## config.mk

```make
export PLATFORM = sky130hd
export DESIGN_NAME = fpu_addsub_issue16
export DESIGN_NICKNAME = d
export VERILOG_FILES = /design/src/rtl/fpu_addsub_issue16.sv
export SDC_FILE = /design/constraint.sdc
export NUM_CORES = 1
export LEC_CHECK = 0
export CAP_MARGIN = 0
export CELL_PAD_IN_SITES_DETAIL_PLACEMENT = 1
export CELL_PAD_IN_SITES_GLOBAL_PLACEMENT = 2
export CORE_AREA = 5 5 133 135
export DETAILED_ROUTE_END_ITERATION = 10
export DIE_AREA = 0 0 138 140
export GPL_ROUTABILITY_DRIVEN = 0
export HOLD_SLACK_MARGIN = 0.06
export MAX_ROUTING_LAYER = met4
export PLACE_DENSITY_LB_ADDON = 0.1
export SYNTH_ARGS = -nofsm -noshare
export SYNTH_HDL_FRONTEND = slang
export SYNTH_SLANG_ARGS = --single-unit
```

## constraint.sdc

```tcl
create_clock -name clock -period 2.4 [get_ports clock]
set_input_delay 0.24 -clock clock [delete_from_list [all_inputs] [get_ports clock]]
set_output_delay 0.24 -clock clock [all_outputs]
set_load 0.02 [all_outputs]
```

## src/rtl/fpu_addsub_issue16.sv

```systemverilog
// Operand issue FIFO for the FP16 add/sub datapath with NaN/Inf pre-classification.
// Optional macro FPU_ISSUE_FTZ_EN flushes subnormal operands to signed zero at push time.
module fpu_addsub_issue16 #(
   parameter int DEPTH = 4,
   parameter int CNTW  = 16
) (
   input  logic            clock,
   input  logic            reset_n,
   input  logic            flush,
   input  logic            in_valid,
   output logic            in_ready,
   input  logic            in_sub,
   input  logic [15:0]     in_a,
   input  logic [15:0]     in_b,
   output logic            out_valid,
   input  logic            out_ready,
   output logic            sub,
   output logic [15:0]     fpuIn1,
   output logic [15:0]     fpuIn2,
   output logic            special,
   output logic [15:0]     specialResult,
   output logic            invalidOp,
   output logic [CNTW-1:0] issueCount
);

   localparam int AW = $clog2(DEPTH);

   function automatic logic is_nan(input logic [15:0] x);
      return (x[14:10] == 5'h1F) && (x[9:0] != 10'h000);
   endfunction

   function automatic logic is_inf(input logic [15:0] x);
      return (x[14:10] == 5'h1F) && (x[9:0] == 10'h000);
   endfunction

`ifdef FPU_ISSUE_FTZ_EN
   function automatic logic [15:0] ftz(input logic [15:0] x);
      logic [15:0] r;
      r = x;
      if ((x[14:10] == 5'h00) && (x[9:0] != 10'h000)) begin
         r = {x[15], 15'h0000};
      end else begin
         r = x;
      end
      return r;
   endfunction
`endif

   logic [32:0]   mem_r [DEPTH];
   logic [AW-1:0] wr_ptr_r;
   logic [AW-1:0] rd_ptr_r;
   logic [AW:0]   count_r;
   logic [CNTW-1:0] issue_count_r;
   logic          push_s;
   logic          pop_s;
   logic [15:0]   a_store_s;
   logic [15:0]   b_store_s;
   logic [32:0]   head_s;
   logic          eff_b_s;

`ifdef FPU_ISSUE_FTZ_EN
   assign a_store_s = ftz(in_a);
   assign b_store_s = ftz(in_b);
`else
   assign a_store_s = in_a;
   assign b_store_s = in_b;
`endif

   // Flags derive only from registered occupancy; no path from out_ready to in_ready.
   assign in_ready  = (count_r != (AW+1)'(DEPTH));
   assign out_valid = (count_r != (AW+1)'(0));
   assign push_s    = in_valid && in_ready;
   assign pop_s     = out_valid && out_ready;

   // Entry storage, intentionally not reset; a flushed push is discarded.
   always_ff @(posedge clock) begin
      if (push_s && !flush) begin
         mem_r[wr_ptr_r] <= {in_sub, a_store_s, b_store_s};
      end
   end

   // Pointer and occupancy bookkeeping; flush beats push and pop.
   always_ff @(posedge clock or negedge reset_n) begin
      if (!reset_n) begin
         wr_ptr_r <= AW'(0);
         rd_ptr_r <= AW'(0);
         count_r  <= (AW+1)'(0);
      end else if (flush) begin
         wr_ptr_r <= AW'(0);
         rd_ptr_r <= AW'(0);
         count_r  <= (AW+1)'(0);
      end else begin
         if (push_s) wr_ptr_r <= wr_ptr_r + AW'(1);
         if (pop_s)  rd_ptr_r <= rd_ptr_r + AW'(1);
         case ({push_s, pop_s})
            2'b10:   count_r <= count_r + (AW+1)'(1);
            2'b01:   count_r <= count_r - (AW+1)'(1);
            default: count_r <= count_r;
         endcase
      end
   end

   // Completed-issue counter; a pop coinciding with flush does not count.
   always_ff @(posedge clock or negedge reset_n) begin
      if (!reset_n) begin
         issue_count_r <= {CNTW{1'b0}};
      end else if (pop_s && !flush) begin
         issue_count_r <= issue_count_r + CNTW'(1);
      end
   end

   assign issueCount = issue_count_r;
   assign head_s     = mem_r[rd_ptr_r];
   assign sub        = head_s[32];
   assign fpuIn1     = head_s[31:16];
   assign fpuIn2     = head_s[15:0];
   assign eff_b_s    = fpuIn2[15] ^ sub;

   // Special-case classification of the head entry for the downstream bypass mux.
   always_comb begin
      special       = 1'b0;
      specialResult = 16'h0000;
      invalidOp     = 1'b0;
      if (is_nan(fpuIn1) || is_nan(fpuIn2)) begin
         special       = 1'b1;
         specialResult = 16'h7E00;
         invalidOp     = 1'b1;
      end else if (is_inf(fpuIn1) && is_inf(fpuIn2)) begin
         special = 1'b1;
         if (fpuIn1[15] != eff_b_s) begin
            specialResult = 16'h7E00;
            invalidOp     = 1'b1;
         end else begin
            specialResult = {fpuIn1[15], 5'h1F, 10'h000};
            invalidOp     = 1'b0;
         end
      end else if (is_inf(fpuIn1)) begin
         special       = 1'b1;
         specialResult = {fpuIn1[15], 5'h1F, 10'h000};
      end else if (is_inf(fpuIn2)) begin
         special       = 1'b1;
         specialResult = {eff_b_s, 5'h1F, 10'h000};
      end else begin
         special       = 1'b0;
         specialResult = 16'h0000;
      end
   end

endmodule
```

# --- Word level (Yosys, flattened, before mapping) ---
# Memory sizes are Yosys's and may differ from the RTL's.
# Index checks and enable logic that the tools add are counted.
totals:
  register_bits: 23
  mem_bits_rw: 132
  inputBits: 38
  out_inout_bits: 69
  wordCells: 56
  mem_count: 1
op_classes:
  addsub: 5
  n_eq_ne: 6
  mux: 20
  bitwise: 1
  n_reduce_logical: 19
mem_list:
  columns: ["memory", "words", "width", "rd", "rd_clocked_by_memory_dff", "write_ports", "line", "rtl"]
  rows:
  - ["mem_r", 4, 33, 1, 0, 1, "49", "logic [32:0] mem_r [DEPTH];"]
ops:
  columns: ["operator", "count"]
  rows:
  - ["16-bit two-way mux", 5]
  - ["10-bit zero test", 2]
  - ["10-bit nonzero test", 2]
  - ["16-bit by 1-bit adder with 16-bit output (second input constant)", 1]
  - ["5-bit equality test (second input constant)", 2]
  - ["1-bit logical AND", 9]
  - ["1-bit two-way mux", 9]
  - ["2-bit two-way mux", 4]
  - ["3-bit case mux with 2 select lines", 1]
  - ["3-bit nonzero test", 2]
  - ["2-bit by 1-bit adder with 2-bit output (second input constant)", 2]
  - ["2-bit nonzero test", 2]
  - ["3-bit by 1-bit adder with 3-bit output (second input constant)", 1]
  - ["3-bit two-way mux", 1]
  - ["3-bit inequality test (second input constant)", 1]
  - ["3-bit by 1-bit subtractor with 3-bit output (second input constant)", 1]
  - ["2-bit by 1-bit equality test with 1-bit output (second input constant)", 1]
  - ["2-bit equality test (second input constant)", 1]
  - ["1-bit zero test", 1]
  - ["1-bit logical OR", 1]
  - ["1-bit inequality test", 1]
  - ["1-bit bitwise XOR", 1]

# --- Longest topological paths before layout ---
# Gate-level depths: netlist (run 1).
# An unclocked memory read counts as a cell.
logic_depth:
  word_depth: 7
  ltp_mapped: 9

# --- Least setup slack after synthesis (run 1) ---
# No wires, ideal clock.
synth_timing:
  kind: "register -> output"
  start: "reg rd_ptr_r[0]"
  end: "out specialResult[9]"
  arrival_time_ns: 2.462
  path_slack_ns: -0.302
  path_stages_with_launch: 9
  path_buffers: 4
  cell_sequence: "dfrtp_1 buf_6 buf_8 buf_2 mux4_2 ha_1 a21oi_1 o21ai_1 buf_4"
synth_lines:
  columns: ["element", "line", "rtl"]
  rows:
  - ["from (decl)", "51", "logic [AW-1:0] rd_ptr_r;"]
  - ["from (signal assigned)", "94", "if (pop_s) rd_ptr_r <= rd_ptr_r + AW'(1);"]
  - ["memory 4 x 33 bit", null, null]
  - ["via fpuIn1[15]", "18", "output logic [15:0] fpuIn1,"]
  - ["1-bit inequality test", "130", "if (fpuIn1[15] != eff_b_s) begin"]
  - ["16-bit two-way mux", "130", null]
  - ["16-bit two-way mux", "128", "end else if (is_inf(fpuIn1) && is_inf(fpuIn2)) begin"]
  - ["16-bit two-way mux", "124", "if (is_nan(fpuIn1) || is_nan(fpuIn2)) begin"]
  - ["to (decl)", "21", "output logic [15:0] specialResult,"]
# The timed path passes the listed nets, and every way through them passes these cells.

# --- Worst setup path after layout (run 1) ---
layout_timing:
  start: "reg rd_ptr_r[0]"
  end: "out invalidOp"
layout_between:
  elab_chain_cells: 6
layout_lines:
  columns: ["element", "line", "rtl"]
  rows:
  - ["memory 4 x 33 bit *", null, null]
  - ["5-bit equality test, or another cell as far along", "29, 33", null]
  - ["1-bit logical AND or 1-bit inequality test (tied branches)", "33, 130", null]
  - ["1-bit logical AND or 1-bit two-way mux (tied branches)", "128, 130", null]
  - ["1-bit two-way mux", "128", null]
  - ["1-bit two-way mux *", "124", null]
  - ["to (decl)", "22", "output logic invalidOp,"]
# Mark *: on every way between the ends. The rest lies on a longest branch, timed or not.

==> results.md, run 1 <==
* 1st-pass router iterations at 4
* R2R Path End: mem_r[3][9]
* Post-synth EDFFs at 132
* Synth Warn # at 0
* Core area at 16300 sq um
* Die Y at 140 um
* Tightest Pin Transition at 0.981 ns
* Share of layout cells above drive strength 1 at 36.4%
* Hold Path Class: input port to asynchronous set/reset pin
* Global-route wire length before repair at 21.9 mm
* Leak at 3.09 nW
* Largest net degree at the start of global routing at 34
* Fin. Hold Viols at 0
* Max clock buf depth at 2
* CTS H-Tree Depth at 4
* Total gr overflow at 0
* Top FF cell, synth: edfxtp_1
* Maximum vdd drop at 0.549 mV
* Final setup vio count at 10
* Final Cycle Share at 120%
* Leading area contributor after synthesis: edfxtp_1
* Asr flop ratio synth at 14.8%
* Total number of vias at 3449
* Pwr/cell area at 1060 nW/um^2
* Violated checks: setup timing
* Cells on worst reg2reg path at 4
* Setup crit end kind: output pin
* Post-synth cell types at 43
* Pre-CTS setup slack at -0.599 ns
* Synth top area share at 63.2%
* DRC violations left at 0
* Required @ worst endpoint at 2.16 ns
* Cell area after synthesis at 6270 sq um
* Initial cell density of the core at 38.3%
* Startpoint type of the worst setup path: register
* Max FO, Critical Path at 8
* Post-synthesis sequential area ratio at 72.4%
* Placement row count at 47
* Root Buffer: clkbuf_16
* Relative slew slack at 34.6%
* Worst r2r src: count_r[0]
* Post-layout min period at 2.88 ns
* WHS at 0.313 ns
* Hold_buf cts at 0
* Layout net count at 538
* Die area at 19300 sq um
* Hpwl dp at 9.30 mm
* Wirelength, routed at 13.8 mm
* Clk slew on worst S/H paths at 0.06 ns
* Die width at 138 um
* Vias in the first global route at 3907
* Final slew viol count at 0
* Clock sinks at 155
* Max cap viols at 0
* Crit path DAT at 2.64 ns
* Skew final at 0.00596 ns
* Post-route setup slack at -0.475 ns
* FF+latch count, synth at 155
* Crit Path Category: register to output pin
* P&R area growth vs syn at 36.3%
* Critical Path Start: rd_ptr_r[0]
* Gate Count Post-Synth at 320
* GR Util All Layers at 15.2%
* Vias per inst at 4.74
* Status: finished, violations left
* Syn Area/Cell at 19.6 sq um
* DRT iter0 DRCs at 116
* Critical path endpoint: invalidOp
* Routed Antenna Nets at 0
* CTS tree: yes
* Most frequent cell after synthesis: edfxtp_1
* Clock Latency Late Sink at 0.42 ns
* Initial antenna violation count at 2
* Max Clock Freq at 0.348 GHz
* RSZ-0062 raised after global routing: true
* CTS Buf Count at 17
* Wirelength per Cell at 19.0 um
* R2R Setup Slk at 0.27 ns
* PortBufs at 97
* Dominant cells by area after synthesis: edfxtp_1 (63%), dfrtp_1 (9.2%), mux4_2 (6.8%), mux4_1 (5.9%), buf_4 (1.9%)
* Synth cell count leaders: edfxtp_1 (132), dfrtp_1 (23), mux4_2 (19)
* Io pins at 107
==> layer usage <==
metal	wire [um]	global-route usage [%]	share of wire (%)	vias up
met3	656	4.40	4.7	11
met1	6080	18.3	44	1765
met2	6960	24.9	50	87
met4	146	4.99	1.1	0
met5	0	-	0	-
li1	-	-	-	1586
==> worst max-delay path: stages, from the launching register on <==
cell,delay (ns)
dfrtp_2,0.43
buf_4,0.15
buf_12,0.13
buf_4,0.13
mux4_2,0.48
nor4_4,0.31
nand3_2,0.16
nand2_2,0.12
buf_6,0.10
o21ai_4,0.06
buf_6,0.13
==> flip-flops by register name, indices dropped and copies added (netlist names) <==
name	count
count_r	3
wr_ptr_r	2
rd_ptr_r	2
mem_r	132
issueCount	16
==> final cells by class <==
class,instances,area [sq um]
Inverter,4,15.0
Antenna cell,2,5.00
Multi-Input combinational cell,144,1600
Sequential cell,155,4540
Fill cell,1600,7810
Tap cell,220,275
Clock buffer,20,437
Clock inverter,12,149
Timing Repair Buffer,171,1520
==> what timing repair did <==
action	4_1_cts	5_1_grt
setup buffers	6	13
gates cloned	1	0
endpoints found under the setup margin	42	28
pin swaps	6	5
resized for setup	118	50
==> kinds of logic after synthesis <==
kind of cell | share of synthesized area [%]
flip-flops | 72.4
AND/OR/NAND/NOR | 5.17
multiplexers | 13.0
buffers and inverters | 3.55
XOR/XNOR | 3.07
AO/OA/AOI/OAI | 1.18
adder cells (fa/ha/maj) | 1.52
other | 0.0598
==> where the power goes <==
part / internal [mW] / leakage, nW / switching (mW) / total [mW]
registers: 3.16 / 1.50 / 0.141 / 3.30
clock network: 1.63 / 0.277 / 1.01 / 2.64
logic: 1.62 / 1.31 / 1.50 / 3.12
total: 6.40 / 3.09 / 2.66 / 9.06
==> worst min-delay path by stage <==
stage / from / end / slack, ns / depth (start not counted)
2_1_floorplan: reset_n / count_r[0] / -0.06 / 0
3_3_place_gp: issueCount[15] / issueCount[15] / 0.46 / 1
3_5_place_dp: issueCount[15] / issueCount[15] / 0.48 / 1
4_1_cts: reset_n / issueCount[15] / 0.32 / 1
5_1_grt: reset_n / issueCount[15] / 0.38 / 1
6_report: reset_n / issueCount[15] / 0.31 / 1
==> metrics by stage <==
| step | power [mW] | cell area, sq um | std cells | util (%) | setup TNS (ns) |
|---|---|---|---|---|---|
| after floorplan | 4.89 | 6310 | 328 | - | -0.386 |
| after global placement | 6.22 | 7780 | 675 | 47.6 | -3.89 |
| after detailed placement | 6.27 | 7780 | 675 | 47.6 | -4.93 |
| after CTS | 9.00 | 8420 | 714 | 51.5 | -4.48 |
| after global routing | 9.53 | 8540 | 728 | 52.3 | -3.54 |
| final | 9.06 | 8540 | 728 | 52.3 | -2.30 |
==> cell usage in the layout, fill, tap and decap left out, types with 3 or more instances in the layout <==
cell,n
ha_1,6
clkinv_2,3
buf_6,16
nand3_2,3
xor2_1,9
clkinvlp_4,3
dlygate4sd2_1,14
clkbuf_1,3
buf_12,3
buf_2,6
inv_1,4
nand4_1,6
clkbuf_16,17
nor4_4,3
nand2_1,12
conb_1,9
clkbuf_2,8
bufinv_16,3
xnor2_1,12
mux4_2,30
mux4_1,3
dfrtp_1,22
and2_2,4
buf_4,63
edfxtp_1,132
nand3_1,3
clkdlybuf4s50_1,55
nor2_1,15
clkdlybuf4s15_1,3
Power figures use the tool's default switching activity.
==> run 2: changes to the inputs <==
- CELL_PAD_IN_SITES_DETAIL_PLACEMENT: 1 -> default
- CELL_PAD_IN_SITES_GLOBAL_PLACEMENT: 2 -> default
- CORE_AREA: 5 5 133 135 -> 5 5 129 131
- DIE_AREA: 0 0 138 140 -> 0 0 134 136
==> run 2 against run 1 <==
Net effect:
- the flow still finishes with violations (setup timing)
- critical path depth decreased by 3
- clock power is 9.5% lower
- critical path type unchanged
- sequential share of layout area increased by 1.1 points
- first-iteration DRC count rose by 39%
- utilization is 1.8 points higher
- setup slack improved by 0.053 ns
- total power fell by 4.8%
- global-route usage is 0.074 points lower
==> results.md, run 2 (synthesis gave the netlist of run 1 again) <==
* Status: finished, violations left
* Violated checks: setup timing
* P&R area growth vs syn at 33.5%
* Most common cell after layout, fill and taps aside: edfxtp_1
* Vias in the first global route at 3581
* Most flop-heavy register: mem_r
* Power share of the clock group at 27.7%
* Sw Ratio at 29.7%
* Post-layout min period at 2.82 ns
* WHS at 0.184 ns
* DRC violations left at 0
* Relative slew slack at 62.3%
* Post-route setup slack at -0.422 ns
* Layout net count at 523
* Max clock buf depth at 2
* Tightest Pin Transition at 0.561 ns
* Max FO, Critical Path at 9
* Total gr overflow at 0
* CTS H-Tree Depth at 4
* Pre-CTS setup slack at -0.557 ns
* Crit path DAT at 2.58 ns
* Hpwl dp at 8.12 mm
* Core area at 15500 sq um
* Final Cycle Share at 118%
* R2R Setup Slk at 0.39 ns
* CTS Buf Count at 17
* CTS tree: yes
* RSZ-0062 raised after global routing: true
* Initial cell density of the core at 40.5%
* PortBufs at 97
* Maximum vdd drop at 0.645 mV
* Hold_buf cts at 0
* Setup crit end kind: output pin
* Global-route wire length before repair at 20.0 mm
* Vias per inst at 4.90
* Pint at 6.07 mW
* Fin. Hold Viols at 0
* Clk slew on worst S/H paths at 0.06 ns
* Root Buffer: clkbuf_16
* Wirelength per Cell at 18.5 um
* Routed Antenna Nets at 0
* Final setup vio count at 10
* Initial antenna violation count at 0
* Placement row count at 46
* Final slew viol count at 0
* Io pins at 107
* Clock sinks at 155
* Wirelength, routed at 12.6 mm
* Comb pwr share at 34.2%
* Net switching power at 2.57 mW
* Commonest cells after routing, fill and taps aside: edfxtp_1 (132), clkdlybuf4s50_1 (55), buf_4 (51), mux4_2 (30), dfrtp_1 (21)
* Largest net degree at the start of global routing at 34
* Clock Latency Late Sink at 0.41 ns
* DRT iter0 DRCs at 161
* Die area at 18200 sq um
* Pwr/cell area at 1030 nW/um^2
* Instance area at placement at 7730 sq um
* Crit Path Category: register to output pin
* Startpoint type of the worst setup path: register
* Filler cell count at 1251
* Total number of vias at 3344
* Hold Path Class: input port to asynchronous set/reset pin
* Max Clock Freq at 0.354 GHz
* Share of layout cells above drive strength 1 at 34.7%
* 1st-pass router iterations at 4
* Skew final at 0.00529 ns
* Leak at 3.01 nW
* Required @ worst endpoint at 2.16 ns
* Die width at 134 um
* Reg power frac at 38.0%
* Die Y at 136 um
* Finished Cell Area at 8370 sq um
* Max reg flops at 132
* Max cap viols at 0
* Antenna cells at 0
* GR Util All Layers at 15.1%
## run 2: cell count changes in the layout (fill, tap and decap cells not counted), moves of 2 or more
cell,previous run,this run
clkinv_1,1,3
diode_2,2,0
buf_6,16,8
clkbuf_1,3,1
buf_12,3,8
buf_4,63,51
bufinv_16,3,1
dlymetal6s2s_1,0,2
clkdlybuf4s15_1,3,0
## run 2: power groups by stage
stage          Clock, mW  Combinational (mW)  Sequential (mW)
6_report            2.39                2.95             3.28
5_1_grt             2.58                3.20             3.31
4_1_cts             2.46                2.94             3.28
3_5_place_dp           0                2.82             3.33
3_3_place_gp           0                2.81             3.32
2_1_floorplan          0                1.53             3.36
## run 2: layout make-up
cell class	count	area, sq um	share of cell area (%)
well taps	192	240	2.87
repair buffers	156	1440	17.2
clock inverters	13	105	1.26
flip-flops and latches	155	4540	54.3
clock buffers	18	429	5.13
multi-input cells	144	1600	19.1
inverters	4	15.0	0.179
## run 2: metal layers
layer / vias up / track usage (%) / routed length (um)
li1: 1557 / - / -
met1: 1703 / 19.7 / 5630
met2: 76 / 23.0 / 6290
met3: 8 / 4.15 / 559
met4: 0 / 5.49 / 123
met5: - / - / 0
## run 2: worst max-delay path: stages, from the launching register on
cell and delay [ns]:
dfrtp_2 0.42, buf_12 0.16, mux4_1 0.64, nor4_4 0.26, nand3_2 0.14, a2111oi_2 0.25, o21a_1 0.17, buf_6 0.12
## run 2: final timing paths
check | cells after the start | endpoint | start
hold / removal | 2 | issueCount[12] | reset_n
hold reg to reg | 1 | issueCount[15] | issueCount[15]
setup reg to reg | 5 | mem_r[0][24] | count_r[1]
min in group clock | 1 | mem_r[3][17] | in_a[1]
setup / recovery | 7 | specialResult[15] | rd_ptr_r[0]
max in group asynchronous | 2 | rd_ptr_r[1] | reset_n
## run 2: repair_timing
| item | CTS | global route |
|---|---|---|
| resized for setup | 101 | 53 |
| cloned | 1 | 0 |
| pin swaps | 6 | 4 |
| buffers inserted | 10 | 3 |
| setup endpoints to repair | 40 | 31 |
## run 2: metrics by stage
step	utilization [%]	TNS (ns)	instances	power [mW]
after CTS	54.1	-4.32	681	8.69
after floorplan	-	-0.386	328	4.89
after detailed placement	49.9	-3.77	640	6.15
after global routing	54.1	-3.57	682	9.09
final	54.1	-2.26	682	8.63
after global placement	49.9	-3.45	640	6.13
